[config.mk]
export PLATFORM = sky130hd
export DESIGN_NAME = down_counter_timer
export DESIGN_NICKNAME = d
export VERILOG_FILES = /design/src/rtl/timer_pkg.sv /design/src/rtl/down_counter_datapath.sv /design/src/rtl/flipflop_d.sv /design/src/rtl/down_counter_timer.sv
export SDC_FILE = /design/constraint.sdc
export NUM_CORES = 1
export LEC_CHECK = 0
export CORE_ASPECT_RATIO = 0.9
export CORE_UTILIZATION = 25
export DETAILED_ROUTE_END_ITERATION = 8
export PLACE_DENSITY = 0.52
export SKIP_LAST_GASP = 1
export SLEW_MARGIN = 10
export SYNTH_ARGS = -nofsm -noshare
export SYNTH_HDL_FRONTEND = slang
export SYNTH_SLANG_ARGS = --single-unit
[constraint.sdc]
create_clock -name clock -period 3.07 [get_ports clock]
set_input_delay 0.921 -clock clock [delete_from_list [all_inputs] [get_ports clock]]
set_output_delay 0.921 -clock clock [all_outputs]
set_load 0.01 [all_outputs]
[src/rtl/timer_pkg.sv]
// Shared encodings for the irrigation timer chain: FSM states and reload modes.
package timer_pkg;

    typedef enum logic [1:0] {
        ST_IDLE    = 2'd0,
        ST_RUNNING = 2'd1,
        ST_EXPIRED = 2'd2
    } state_t;

    localparam logic MODE_ONESHOT  = 1'b0;
    localparam logic MODE_PERIODIC = 1'b1;

endpackage

[src/rtl/down_counter_datapath.sv]
// Count and reload registers for one timer stage: clamp on load,
// decrement or reload on command, zero decode straight from the count register.
module down_counter_datapath
    import timer_pkg::*;
#(
    parameter int WIDTH     = 4,
    parameter int MAX_VALUE = 9
) (
    input  logic             clock,
    input  logic             reset,
    input  logic             load_en,
    input  logic             dec_en,
    input  logic             reload_en,
    input  logic [WIDTH-1:0] load_value,
    output logic [WIDTH-1:0] count,
    output logic             zero
);

    localparam logic [WIDTH-1:0] MAX_V = WIDTH'(MAX_VALUE);

    logic [WIDTH-1:0] count_reg;
    logic [WIDTH-1:0] count_next;
    logic [WIDTH-1:0] reload_reg;
    logic [WIDTH-1:0] clamped_value;

    assign clamped_value = (load_value > MAX_V) ? MAX_V : load_value;

    // Controls are mutually exclusive from the FSM; the order only documents intent.
    always_comb begin
        count_next = count_reg;
        if (load_en) begin
            count_next = clamped_value;
        end else if (reload_en) begin
            count_next = reload_reg;
        end else if (dec_en) begin
            count_next = count_reg - 1'b1;
        end
    end

    genvar gi;
    generate
        for (gi = 0; gi < WIDTH; gi++) begin : g_count_bit
            flipflop_d u_ff (
                .clock (clock),
                .reset (reset),
                .set   (1'b0),
                .d     (count_next[gi]),
                .q     (count_reg[gi])
            );
        end
    endgenerate

    always_ff @(posedge clock or posedge reset) begin
        if (reset) begin
            reload_reg <= MAX_V;
        end else if (load_en) begin
            reload_reg <= clamped_value;
        end
    end

    assign count = count_reg;
    assign zero  = (count_reg == '0);

endmodule

[src/rtl/flipflop_d.sv]
// Single D flip-flop with asynchronous reset and synchronous set.
module flipflop_d (
    input  logic clock,
    input  logic reset,
    input  logic set,
    input  logic d,
    output logic q
);

    always_ff @(posedge clock or posedge reset) begin
        if (reset) begin
            q <= 1'b0;
        end else if (set) begin
            q <= 1'b1;
        end else begin
            q <= d;
        end
    end

endmodule

[src/rtl/down_counter_timer.sv]
// Loadable down-counter stage with start/stop control, one-shot or periodic
// reload, and a registered borrow pulse that ticks the next stage.
module down_counter_timer
    import timer_pkg::*;
#(
    parameter int WIDTH     = 4,
    parameter int MAX_VALUE = 9
) (
    input  logic             clock,
    input  logic             reset,
    input  logic             load,
    input  logic [WIDTH-1:0] load_value,
    input  logic             start,
    input  logic             stop,
    input  logic             periodic,
    input  logic             tick,
    output logic [WIDTH-1:0] q_bus,
    output logic             zero,
    output logic             borrow_out,
    output logic             running,
    output logic             done
);

    state_t state_reg;
    state_t state_next;
    logic   load_en;
    logic   dec_en;
    logic   reload_en;
    logic   expire;
    logic   borrow_reg;

    always_ff @(posedge clock or posedge reset) begin
        if (reset) begin
            state_reg  <= ST_IDLE;
            borrow_reg <= 1'b0;
        end else begin
            state_reg  <= state_next;
            borrow_reg <= expire;
        end
    end

    // Priority load > stop > start > tick; any control input consumes the cycle's tick.
    always_comb begin
        state_next = state_reg;
        load_en    = 1'b0;
        dec_en     = 1'b0;
        reload_en  = 1'b0;
        expire     = 1'b0;
        if (load) begin
            load_en    = 1'b1;
            state_next = ST_IDLE;
        end else if (stop) begin
            if (state_reg == ST_RUNNING) begin
                state_next = ST_IDLE;
            end
        end else if (start) begin
            case (state_reg)
                ST_IDLE:    state_next = ST_RUNNING;
                ST_EXPIRED: begin
                    state_next = ST_RUNNING;
                    reload_en  = 1'b1;
                end
                default:    state_next = state_reg;
            endcase
        end else if (tick && state_reg == ST_RUNNING) begin
            if (zero) begin
                expire = 1'b1;
                if (periodic == MODE_PERIODIC) begin
                    reload_en = 1'b1;
                end else begin
                    state_next = ST_EXPIRED;
                end
            end else begin
                dec_en = 1'b1;
            end
        end
    end

    down_counter_datapath #(
        .WIDTH     (WIDTH),
        .MAX_VALUE (MAX_VALUE)
    ) u_datapath (
        .clock      (clock),
        .reset      (reset),
        .load_en    (load_en),
        .dec_en     (dec_en),
        .reload_en  (reload_en),
        .load_value (load_value),
        .count      (q_bus),
        .zero       (zero)
    );

    assign borrow_out = borrow_reg;
    assign running    = (state_reg == ST_RUNNING);
    assign done       = (state_reg == ST_EXPIRED);

endmodule

[Word-level counts from Yosys, hierarchy flattened]
Cells that the tools add are included.
Word-level totals
  bits in registers: 11
  latch bits: 0
  memory bits (writable): 0
  ROM bits: 0
  input port bits: 11
  output and inout bits: 8
  word-level logic and storage cells: 52
  memories: 0
Cells by class
  add/sub/neg operators: 1
  $mul: 0
  div/mod/pow operators: 0
  $lt $le $gt $ge: 1
  equality and inequality tests: 5
  shifts and indexed selects: 0
  multiplexer cells: 30
  bitwise gates (word level): 0
  reduce and logical (&&, ||, !) cells: 8
Operators by type and width (count)
  $mux 1: 18
  $mux 2: 8
  $mux 4: 4
  $reduce_bool 4->1: 2
  $reduce_and 5->1: 1
  $gt 4x4->1 const B: 1
  $logic_not 4->1: 1
  $ne 4x3->1 const B: 1
  $ne 4x4->1 const B: 1
  $sub 4x1->4 const B: 1
  $ne 3x2->1 const B: 1
  $reduce_bool 3->1: 1
  $eq 2x1->1 const B: 1
  $eq 2x2->1 const B: 1
  $logic_not 2->1: 1
  $reduce_or 2->1: 1
  $logic_and 1x1->1: 1

[Logic depth before layout (Yosys ltp)]
Gate-level depths: netlist of run 1.
  word-level depth: 9
  depth in mapped cells: 6
  mapped depth without buffers: 6

[Cells and area by module]
Synthesis of run 1 repeated with hierarchy kept, for this count alone.
Second synthesis, totals
  cell total of the unflattened synthesis: 76
  area total of the unflattened synthesis: 659.4 um^2
Modules (own cells, without submodules)
  down_counter_datapath: instances 1, cells each 43, area each 334.1 um^2, seq. area each 102.6 um^2
  down_counter_timer: instances 1, cells each 21, area each 185.2 um^2, seq. area each 75.1 um^2
  flipflop_d: instances 4, cells each 3, area each 35.0 um^2, seq. area each 25.0 um^2

[Worst setup path before layout of run 1]
Ideal clock, no wire load.
  path type: input to register
  start: in start
  end: reg u_datapath.g_count_bit[2].u_ff.q
  setup time: 126 ps
  arrival: 1937 ps
  data required time: 2944 ps
  path slack: 1008 ps
  cell stages on the path: 4
  path buffers: 0
  cells stage by stage: nor4b_4 > nand4_1 > and2_4 > o311a_1
Between the ends
  longest elaborated chain between the ends: 5
  elaborated cells between the ends (all ways): 9
  those cells by class: mux (8); reduce/logical (1)
Ends and longest elaborated chain
  start: declaration: line down_counter_timer.sv:13  | input logic start,
  $mux 1: line down_counter_timer.sv:56  | end else if (start) begin
  $mux 1: line down_counter_timer.sv:52  | end else if (stop) begin
  $mux 1: line down_counter_timer.sv:49  | if (load) begin
  $mux 4: line down_counter_datapath.sv:33  | end else if (reload_en) begin
  $mux 4: line down_counter_datapath.sv:31  | if (load_en) begin
  end signal: assignment: line flipflop_d.sv:12  | q <= 1'b0;
  end signal: assignment: line flipflop_d.sv:14  | q <= 1'b1;
  end signal: assignment: line flipflop_d.sv:16  | q <= d;
  end: declaration: line flipflop_d.sv:7  | output logic q
Parallel ways exist; a longest one is shown, timed or not.
A chain may end at the register's enable or synchronous reset.

[Worst setup path after layout of run 1]
  start: reg u_datapath.g_count_bit[0].u_ff.q
  end: out zero
Between the ends
  longest elaborated chain between the ends: 1
Ends and longest elaborated chain
  start: declaration: line flipflop_d.sv:7
  start signal: assignment: line flipflop_d.sv:12
  start signal: assignment: line flipflop_d.sv:14
  start signal: assignment: line flipflop_d.sv:16
  $logic_not 4->1: line down_counter_datapath.sv:62  | assign zero = (count_reg == '0);
  end: declaration: line down_counter_timer.sv:18  | output logic zero,
No other way between the ends.

==> results.sh, run 1 <==
export IMPL_cts_setup_buffers=0
export IMPL_gp_congestion=0.808
export IMPL_clkSlewWorstSetupHoldPaths_ns=0.08
export IMPL_ys_seq_area_frac=0.410
export IMPL_die_y_um=51.4
export IMPL_cp_start_kind="register"
export IMPL_initial_core_util=0.270
export IMPL_worst_pin_slew_ns=0.420
export IMPL_vias=570
export IMPL_diodes=0
export IMPL_synthDistinctLibCells=32
export IMPL_ios=19
export IMPL_post_drt_wl_per_cell_um=12.9
export IMPL_min_from="u_datapath.reload_reg[1]"
export IMPL_finalSetupViolations=0
export IMPL_ff2ff_path_depth=6
export IMPL_nets=101
export IMPL_clock_skew_ns=0.00187
export IMPL_grtUsageTotal=0.118
export IMPL_grt_pass1_wl_um=2520
export IMPL_clockBufferDepth=2
export IMPL_hold_violations=0
export IMPL_syn_nets=81
export IMPL_async_flop_share=1.00
export IMPL_ys_ff_latch=11
export IMPL_yosysWarnings=0
export IMPL_p_leak_nw=0.360
export IMPL_cpLargestDelayFamily="buffers and inverters"
export IMPL_synth_top_area_cell="dfrtp_1"
export IMPL_port_buffers=18
export IMPL_synth_simple_gate_area_frac=0.251
export IMPL_num_rows=17
export IMPL_cts_buffers=3
export IMPL_clockRootBuffer="clkbuf_4"
export IMPL_synthAdderAreaFrac=0.0185
export IMPL_synth_area_um2=677
export IMPL_grt_start_max_net_pins=12
export IMPL_cap_viol_max_count=0
export IMPL_drive_gt1_frac=0.125
export IMPL_status="complete, but fails checks"
export IMPL_clock_latency_ns=0.28
export IMPL_nFillCells=261
export IMPL_worstSetupEndpointType="output pin"
export IMPL_tns_ns=0
export IMPL_wl_um=1500
export IMPL_drv_slew=0
export IMPL_hold_depth=2
export IMPL_crit_buf_inv=2
export IMPL_dr_pass1_iters=6
export IMPL_dpl_instance_area_um2=870
export IMPL_register_area_um2=278
export IMPL_peakVddDrop_v=0.000236
export IMPL_rrSetupSlack_ns=1.10
export IMPL_power_density_nw_per_um2=390
export IMPL_period_share=0.943
export IMPL_cts_tree="done"
export IMPL_clock_sinks=11
export IMPL_dieArea_um2=2920
export IMPL_viasPerCell=4.91
export IMPL_yosys_mux_area_fraction=0.0314
export IMPL_synth_xor_area_frac=0.0259
export IMPL_post_cts_resized=0
export IMPL_crit_type="reg -> out"
export IMPL_hold_path_class="reg -> reg"
export IMPL_fin_ws_ns=0.174
export IMPL_synth_compound_area_frac=0.185
export IMPL_pre_cts_ws_ns=0.407
export IMPL_multiInputGateArea_um2=347
export IMPL_crit_arrival_ns=1.97
export IMPL_max_stage_delay_ns=0.61
export IMPL_period_needed_ns=2.90
export IMPL_ys_top_cells_by_area="dfrtp_1 33%, dfstp_2 7.8%, buf_4 4.4%"
export IMPL_drtIter0Drc=11
export IMPL_r2r_end="u_datapath.g_count_bit[2].u_ff.q"
export IMPL_die_x_um=56.9
export IMPL_areaGrowthSynthToFinish_pct=32.5
export IMPL_crit_slowest_cell="clkdlybuf4s50_1"
export IMPL_synth_top_family_by_area="simple AND/OR/NAND/NOR gates"
export IMPL_core_area_um2=2510
export IMPL_synth_area_per_cell_um2=9.81
export IMPL_dp_cells=112
export IMPL_synthFlopType="dfrtp_1"
export IMPL_layout_cells_non_filler=116
export IMPL_rsz0062_at_grt="false"
export IMPL_required_ns=2.15
export IMPL_relSlewSlack=0.720
export IMPL_design_area_um2=897
export IMPL_path_max_fanout=5
export IMPL_hpwl_um=1160
export IMPL_htree_levels=1
export IMPL_drcViolationCount=2
export IMPL_max_freq_mhz=345
export IMPL_grt_pass1_vias=541
export IMPL_synth_top_area_frac=0.333
export IMPL_r2r_start="u_datapath.g_count_bit[0].u_ff.q"
export IMPL_grt_overflow=0
export IMPL_ant_nets=0
export IMPL_antenna_found_initial=0
export IMPL_path_cells="inv_1 > ha_1 > nor3b_2 > clkdlybuf4s50_1"
export IMPL_violations="DRC"
export IMPL_holdBufCountCts=0
export IMPL_hold_end="u_datapath.reload_reg[1]"
export IMPL_syn_inst=69
export IMPL_synth_edf_count=0
## cells by family after synthesis
| kind of cell | count (synthesis) |
|---|---|
| AND/OR/NAND/NOR | 24 |
| XOR/XNOR | 2 |
| AO/OA/AOI/OAI | 19 |
| buffers and inverters | 10 |
| multiplexers | 2 |
| adder cells (fa/ha/maj) | 1 |
| flip-flops | 11 |
## power by group
group	internal (mW)	switching [mW]	total, mW
combinational	0.0437	0.0356	0.0793
clock	0.0483	0.0562	0.104
sequential	0.157	0.00837	0.166
total	0.249	0.100	0.349
## stage by stage
stage,hold WS (ns),util,total power [mW]
finish,0.485,0.357,0.349
global route,0.526,0.357,0.371
CTS,0.490,0.357,0.355
detailed placement,0.469,0.346,0.248
global placement,0.471,0.346,0.248
floorplan,0.448,-,0.214
## worst max path at each step
stage	from	endpoint	slack [ns]	depth (start not counted)
6_report	u_datapath.g_count_bit[0].u_ff.q	zero	0.17	4
5_1_grt	u_datapath.g_count_bit[0].u_ff.q	zero	0.002	4
4_1_cts	u_datapath.g_count_bit[0].u_ff.q	zero	0.17	4
3_5_place_dp	start	u_datapath.g_count_bit[2].u_ff.q	0.41	5
3_3_place_gp	start	u_datapath.g_count_bit[1].u_ff.q	0.44	5
2_1_floorplan	start	u_datapath.g_count_bit[2].u_ff.q	1.01	4
## final cells by class
type / count / area share
clock buffers: 3 / 0.0251
clock inverters: 1 / 0.00558
inverters: 6 / 0.0251
multi-input cells: 48 / 0.386
flip-flops and latches: 11 / 0.310
well taps: 28 / 0.0391
repair buffers: 19 / 0.209
## worst min-delay path, delay by kind of cell (launching register included)
family,cells,cell delay [ns]
flops,1,0.33
simple gates,2,0.13
## cells in the final DEF (no fill, tap or decap), types with 2 or more instances in the layout
master / count
nand3_1: 3
a21oi_1: 5
inv_1: 6
dfrtp_1: 9
o21a_1: 2
nand2b_1: 2
clkbuf_4: 3
xnor2_1: 2
o21ai_0: 5
nor3b_1: 3
a21o_1: 2
nand2_1: 5
clkdlybuf4s50_1: 18
dfstp_2: 2
## cell usage after synthesis (2+ instances only)
cell / n
a21o_1: 2
a21oi_1: 5
buf_4: 4
dfrtp_1: 9
dfstp_2: 2
inv_1: 6
nand2_1: 5
nand2b_1: 2
nand3_1: 3
nor3b_1: 3
o21a_1: 2
o21ai_0: 5
xnor2_1: 2
## routing by layer
metal | GRT usage | wire [um]
met1 | 0.158 | 782
met2 | 0.155 | 611
met3 | 0.0684 | 106
met4 | 0.0407 | 0
met5 | 0 | 0
Power figures use the tool's default switching activity.
==> run 2, diff against run 1 <==
- CORE_MARGIN: not set -> 1.5
==> run 2 against run 1 <==
  * The run still ends with DRC left
  * Highest routed layer is now met4
  * Critical path depth is the same
  * Critical path type unchanged
  * Utilization is the same
  * Worst hold slack gained 0.0040 ns
  * Die area grew 3.7%
  * Clock power is essentially flat
  * Via count grew 0.70%
  * Critical endpoint unchanged
  * Design area is the same
==> results.sh, run 2 (synthesis gave the netlist of run 1 again) <==
export IMPL_hold_violations=0
export IMPL_layout_common_cells="18 x clkdlybuf4s50_1, 9 x dfrtp_1, 6 x inv_1"
export IMPL_wl_um=1580
export IMPL_dr_pass1_iters=6
export IMPL_violations="DRC"
export IMPL_dieArea_um2=3030
export IMPL_grt_pass1_wl_um=2550
export IMPL_layout_cells_non_filler=116
export IMPL_period_share=0.937
export IMPL_p_leak_nw=0.360
export IMPL_diodes=0
export IMPL_grt_overflow=0
export IMPL_hpwl_um=1210
export IMPL_hold_path_class="reg -> reg"
export IMPL_relSlewSlack=0.713
export IMPL_peakVddDrop_v=0.000274
export IMPL_num_rows=17
export IMPL_worstSetupEndpointType="output pin"
export IMPL_max_freq_mhz=348
export IMPL_port_buffers=18
export IMPL_design_area_um2=897
export IMPL_antenna_found_initial=0
export IMPL_worst_pin_slew_ns=0.430
export IMPL_cts_setup_buffers=0
export IMPL_clockBufferDepth=2
export IMPL_nets=101
export IMPL_ff2ff_path_depth=6
export IMPL_post_drt_wl_per_cell_um=13.6
export IMPL_drive_gt1_frac=0.125
export IMPL_crit_type="reg -> out"
export IMPL_crit_buf_inv=2
export IMPL_areaGrowthSynthToFinish_pct=32.5
export IMPL_cts_tree="done"
export IMPL_clockRootBuffer="clkbuf_4"
export IMPL_path_cells="inv_1 > ha_1 > nor3b_2 > clkdlybuf4s50_1"
export IMPL_cp_depth=4
export IMPL_post_cts_resized=0
export IMPL_hold_depth=2
export IMPL_vias=574
export IMPL_viasPerCell=4.95
export IMPL_required_ns=2.15
export IMPL_status="complete, but fails checks"
export IMPL_holdWs_ns=0.489
export IMPL_tns_ns=0
export IMPL_clock_skew_ns=0.00272
export IMPL_drv_slew=0
export IMPL_power_total_mw=0.350
export IMPL_gp_congestion=0.769
export IMPL_clock_latency_ns=0.27
export IMPL_cts_buffers=3
export IMPL_power_density_nw_per_um2=390
export IMPL_ant_nets=0
export IMPL_max_stage_delay_ns=0.61
export IMPL_path_max_fanout=5
export IMPL_initial_core_util=0.270
export IMPL_grt_pass1_vias=576
export IMPL_grtUsageTotal=0.115
export IMPL_core_area_um2=2510
export IMPL_htree_levels=1
export IMPL_die_y_um=52.4
export IMPL_drtIter0Drc=16
export IMPL_holdBufCountCts=0
export IMPL_finalSetupViolations=0
export IMPL_dpl_instance_area_um2=870
export IMPL_cap_viol_max_count=0
export IMPL_die_x_um=57.9
export IMPL_crit_arrival_ns=1.95
export IMPL_grt_start_max_net_pins=12
export IMPL_drcViolationCount=2
export IMPL_nFillCells=272
export IMPL_cpLargestDelayFamily="buffers and inverters"
export IMPL_rsz0062_at_grt="false"
export IMPL_layout_commonest_cell="clkdlybuf4s50_1"
export IMPL_crit_slowest_cell="clkdlybuf4s50_1"
export IMPL_clkSlewWorstSetupHoldPaths_ns=0.08
export IMPL_dp_cells=112
export IMPL_ios=19
export IMPL_cp_start_kind="register"
export IMPL_clock_sinks=11
export IMPL_period_needed_ns=2.88
run 2: routing by layer:
layer | global-route usage | vias to the layer above | part of all wire
met5 | 0 | - | 0
met4 | 0.0504 | 0 | 0.015
met3 | 0.0519 | 4 | 0.056
met2 | 0.165 | 16 | 0.43
met1 | 0.147 | 272 | 0.49
li1 | - | 282 | -
run 2: path summary, 6_finish.rpt:
| kind | start | to | slack [ns] |
|---|---|---|---|
| worst max-delay path | u_datapath.g_count_bit[0].u_ff.q | zero | 0.19 |
| worst min-delay path | u_datapath.reload_reg[1] | u_datapath.reload_reg[1] | 0.49 |
| worst max register to register | u_datapath.g_count_bit[0].u_ff.q | u_datapath.g_count_bit[2].u_ff.q | 1.12 |
| worst min register to register | u_datapath.reload_reg[1] | u_datapath.reload_reg[1] | 0.49 |
| max in group asynchronous | reset | u_datapath.reload_reg[0] | 1.81 |
| min in group asynchronous | reset | u_datapath.g_count_bit[2].u_ff.q | 0.93 |
run 2: layout make-up:
type | count | area, um^2 | area share
clock inverter | 1 | 5.00 | 0.00558
inverter | 6 | 22.5 | 0.0251
clock buffer | 3 | 22.5 | 0.0251
tap | 28 | 35.0 | 0.0391
multi-input combinational | 48 | 347 | 0.386
sequential | 11 | 278 | 0.310
timing repair buffer | 19 | 188 | 0.209
run 2: where the power goes:
group          switching, mW  leakage (nW)  total (mW)  internal (mW)
logic                 0.0365         0.206      0.0802         0.0437
registers            0.00822         0.136       0.166          0.157
clock network         0.0556        0.0177       0.104         0.0483
run 2: worst register-to-register path: cells and delay by family (launching register included):
kind / cells / cell delay [ns]
flops: 1 / 0.38
simple gates: 3 / 0.81
buf+inv: 1 / 0.13
compound gates: 1 / 0.31
fa+ha+maj: 1 / 0.22
run 2: metrics by stage:
step | worst slack [ns] | utilization
global route | 0.0753 | 0.357
floorplan | 1.01 | -
CTS | 0.164 | 0.357
global placement | 0.435 | 0.346
finish | 0.194 | 0.357
detailed placement | 0.401 | 0.346
==> patch 1 (flow settings as in run 2) <==
Put a register stage on the outputs `running` and `done`. The values now appear one clock later. The other outputs are not delayed to match.
--- a/src/rtl/down_counter_timer.sv
+++ b/src/rtl/down_counter_timer.sv
@@ -91,8 +91,10 @@
     );
 
     assign borrow_out = borrow_reg;
-    assign running    = (state_reg == ST_RUNNING);
-    assign done       = (state_reg == ST_EXPIRED);
+    always_ff @(posedge clock) begin
+        running <= (state_reg == ST_RUNNING);
+        done    <= (state_reg == ST_EXPIRED);
+    end
 
 endmodule
 
Function: changed (Yosys sat finds a counterexample within 4 cycles, from zero or initial values and one cycle with reset high).
==> patch 1 against run 2 <==
- cell area increased by 16%
- synthesized area grew 18%
- die area grew 17%
- power increased by 16%
- critical path depth unchanged
- sequential cell count grew 2
- global-route usage is 0.84 points lower
- wire length is 5.8% higher
- worst setup slack better by 0.21 ns
- combinational power up 23%
- sequential share of layout area shrank 0.36 points
- largest cell class unchanged
==> patch 1: results (changes against run 2) <==
| Metric | Value |
|---|---|
| Post-synthesis xor/xnor area fraction | `1.10% (-1.5 points)` |
| Grt met3 use | `1.20% (-4.0 points)` |
| Sequential area share after synthesis | `39.8% (-1.2 points)` |
| Status | `finished clean` |
| Routed met3 length | `47 um (-47%)` |
| Mux cell area share after synthesis | `2.66% (-0.48 points)` |
| Drt pass-1 iters | `3 (-3)` |
| Min Hold Slack | `0.476 ns (-0.0128 ns)` |
| Met1 WL | `809 um (+3.6%)` |
| Placement Cell Area | `1010 um^2 (+16%)` |
| Worst R2R Setup Slack | `1.15 ns (+0.03 ns)` |
| Placed insts | `141 (+26%)` |
| Max Clock Skew | `0.00520 ns (+0.00248 ns)` |
| GPL Wtd Cong | `0.738 (-4.1%)` |
| GR Util met1 | `13.8% (-0.97 points)` |
| Top post-synthesis cells by area | `dfrtp_1 28%, dfstp_2 6.6%, dfxtp_1 5.0%` |
| DP HPWL | `1350 um (+11%)` |
| Data arrival time of the worst path | `1.74 ns (-0.21 ns)` |
| Met2 Usage GRT | `17.5% (+1.0 points)` |
| Mapped Nets | `97 (+20%)` |
| Min-delay src | `u_datapath.reload_reg[0]` |
| Reg2reg path depth | `7 (+1)` |
| Post-Layout Cell Count | `145 (+25%)` |
| Vias | `682 (+19%)` |
| Post-layout util | `34.1% (-1.6 points)` |
| NumNets Final | `116 (+15%)` |
| Synth Area in Compound Gates | `21.6% (+3.1 points)` |
| P_sw | `116 uW (+16%)` |
| GRT Resource Usage Total | `10.7% (-0.84 points)` |
| Min-Delay Path Class | `reg -> reg` |
| Ys async rst share | `84.6% (-15 points)` |
| Synth Area in Adders | `1.57% (-0.28 points)` |
| Share of cells above drive strength 1 | `13.6% (+1.1 points)` |
| DRT iter0 DRCs | `8 (-8)` |
| P_leak | `0.000419 uW (+16%)` |
| Final WL | `1670 um (+5.8%)` |
| Clock Pin Slew Worst Setup and Hold Paths | `0.08 ns (about the same)` |
| Slew headroom | `67.2% (-4.1 points)` |
| Syn_area_per_cell | `9.39 um^2 (-4.3%)` |
| DP Worst Slack | `0.413 ns (+0.0126 ns)` |
| Metal2 WL | `794 um (+16%)` |
| F_max | `375 MHz (+8.0%)` |
| Max stage delay on crit path | `0.56 ns (-0.05 ns)` |
| First-pass GRT wire length | `2950 um (+15%)` |
| Peak VDD IR | `0.184 mV (-33%)` |
## patch 1: changes by cell type after synthesis, moves of 2 or more
cell | run 2 | this run
a31oi_1 | 0 | 2
clkbuf_1 | 0 | 3
dfxtp_1 | 0 | 2
inv_1 | 6 | 10
nand2_1 | 5 | 3
nand2b_1 | 2 | 0
nor2_1 | 1 | 5
nor2b_1 | 1 | 3
nor3_1 | 0 | 2
nor3b_1 | 3 | 0
nor4_1 | 0 | 3
o31ai_1 | 0 | 3
xnor2_1 | 2 | 0
## patch 1: power by group through the flow
stage / combinational [uW] / clock, uW / sequential [uW]
finish: 98.3 / 106 / 203
global route: 109 / 117 / 204
CTS: 99.6 / 111 / 202
detailed placement: 99.3 / 0 / 206
global placement: 98.9 / 0 / 206
floorplan: 64.3 / 0 / 202
## patch 1: final cells by class
type                    count  share of cell area [%]
flip-flops and latches     13                    30.6
clock buffers               4                    2.53
well taps                  42                    5.06
repair buffers             21                    19.5
inverters                  10                    3.61
multi-input cells          55                    38.7
==> patch 2 (config.mk and constraints of run 2) <==
Made on the original files. `WIDTH` is set to 4 in 2 places; all go to 3.
--- a/src/rtl/down_counter_datapath.sv
+++ b/src/rtl/down_counter_datapath.sv
@@ -3,7 +3,7 @@
 module down_counter_datapath
     import timer_pkg::*;
 #(
-    parameter int WIDTH     = 4,
+    parameter int WIDTH     = 3,
     parameter int MAX_VALUE = 9
 ) (
     input  logic             clock,
--- a/src/rtl/down_counter_timer.sv
+++ b/src/rtl/down_counter_timer.sv
@@ -3,7 +3,7 @@
 module down_counter_timer
     import timer_pkg::*;
 #(
-    parameter int WIDTH     = 4,
+    parameter int WIDTH     = 3,
     parameter int MAX_VALUE = 9
 ) (
     input  logic             clock,
Ports: changed (resized load_value and q_bus); port bits go from 19 to 17. The function was not compared with the original's and may differ.
==> patch 2 against run 2 <==
- worst setup slack improved by 0.21 ns
- wire length decreased by 22%
- sequential cell count decreased by 2
- power is 24% lower
- via count shrank 13%
- first-iteration DRC count is 13% lower
- synthesized area down 13%
- cell area down 12%
- count of clock-buffer cells in the layout unchanged
- critical path type unchanged
==> patch 2: results (changes against run 2) <==
| Metric | Value |
|---|---|
| Status | `finished clean` |
| Data arrival time of the worst path | `1.75 ns (-0.20 ns)` |
| P_sw | `68.5 uW (-32%)` |
| Vias | `501 (-13%)` |
| DRT iter0 DRCs | `14 (-2)` |
| Initial antenna violation count | `0 (unchanged)` |
| Sequential power | `125 uW (-25%)` |
| Clock Pin Slew Worst Setup and Hold Paths | `0.07 ns` |
| Root Driver | `clkbuf_4` |
| GPL Wtd Cong | `0.717 (-6.8%)` |
| Drt pass-1 iters | `4 (-2)` |
| Setup ws final | `0.403 ns (+0.209 ns)` |
| Slew headroom | `65.7% (-5.6 points)` |
| Synth cell count leaders | `8 x dfrtp_1, 7 x nor2_1, 5 x nor2b_1` |
| CTS-repair resized insts | `0 (unchanged)` |
| Sequential area share after synthesis | `38.7% (-2.4 points)` |
| Hold depth | `1 (-1)` |
| P_leak | `0.000326 uW (-9.3%)` |
| Mux cell area share after synthesis | `5.34% (+2.2 points)` |
| Worst R2R Setup Slack | `1.10 ns (-0.02 ns)` |
| Hold endpoint | `u_datapath.reload_reg[1]` |
| NumNets Final | `89 (-12%)` |
| Synth Area in Adders | `4.27% (+2.4 points)` |
| Post-synthesis xor/xnor area fraction | `0% (-2.6 points)` |
| Share of cells above drive strength 1 | `14.5% (+2.0 points)` |
| Routed WL per cell | `11.9 um (-12%)` |
| R2r endpoint | `u_datapath.g_count_bit[0].u_ff.q` |
| GRT Resource Usage Total | `11.0% (-0.45 points)` |
| Pwr/cell area | `335 nW/um^2 (-14%)` |
| Min-Delay Path Class | `reg -> reg` |
| First-pass GRT wire length | `2170 um (-15%)` |
| Min Hold Slack | `0.501 ns (+0.0121 ns)` |
| Setup Buffers After CTS | `0 (unchanged)` |
| Worst Setup EP | `zero` |
| Synth Area in Compound Gates | `17.3% (-1.2 points)` |
| Port Buffer Count | `16 (-2)` |
| Top post-synthesis cells by area | `dfrtp_1 34%, nor2b_1 5.3%, dfstp_2 4.5%` |
| Clk pwr | `93.2 uW (-10%)` |
| Vias in the first global route | `456 (-21%)` |
| Layout fillers | `236 (-13%)` |
| Max Clock Skew | `0.00343 ns (+0.000705 ns)` |
| DP Worst Slack | `0.269 ns (-0.132 ns)` |
| Mapped Nets | `71 (-12%)` |
| Reg2reg path depth | `7 (+1)` |
| Synth cell types | `31 (-3.1%)` |
| Largest net degree at the start of global routing | `15 (+3)` |
| DP HPWL | `915 um (-24%)` |
| Max stage delay on crit path | `0.58 ns (-0.03 ns)` |
| TritonCTS buffer count | `3 (unchanged)` |
| Peak VDD IR | `0.329 mV (+20%)` |
| Ys async rst share | `100% (unchanged)` |
==> patch 2: cell types whose count changed after synthesis, sizes merged, moves of 3 or more <==
cell   before  now
o21ai       5    1
nand2       5    1
nor3b       4    1
nor2        1    7
nor2b       1    6
==> patch 2: area by class of cell <==
class | instances | area (um^2) | share of cell area [%]
Multi-Input combinational cell | 42 | 318 | 40.3
Timing Repair Buffer | 17 | 168 | 21.3
Clock buffer | 3 | 22.5 | 2.86
Tap cell | 27 | 33.8 | 4.29
Inverter | 4 | 15.0 | 1.90
Clock inverter | 1 | 5.00 | 0.635
Sequential cell | 9 | 226 | 28.7
==> patch 2: routing by layer <==
metal  up-vias  global-route usage, %  share of wire [%]
li1        240                      -                  -
met5         -                      0                  0
met4         0                   1.25                  0
met1       244                   16.3                 52
met2        17                   15.4                 42
met3         0                   4.60                6.5
==> patch 2: metrics by stage <==
stage | cells | area (um^2)
final | 103 | 788
after floorplan | 59 | 586
after global routing | 103 | 788
after CTS | 103 | 788
after detailed placement | 99 | 761
after global placement | 99 | 761
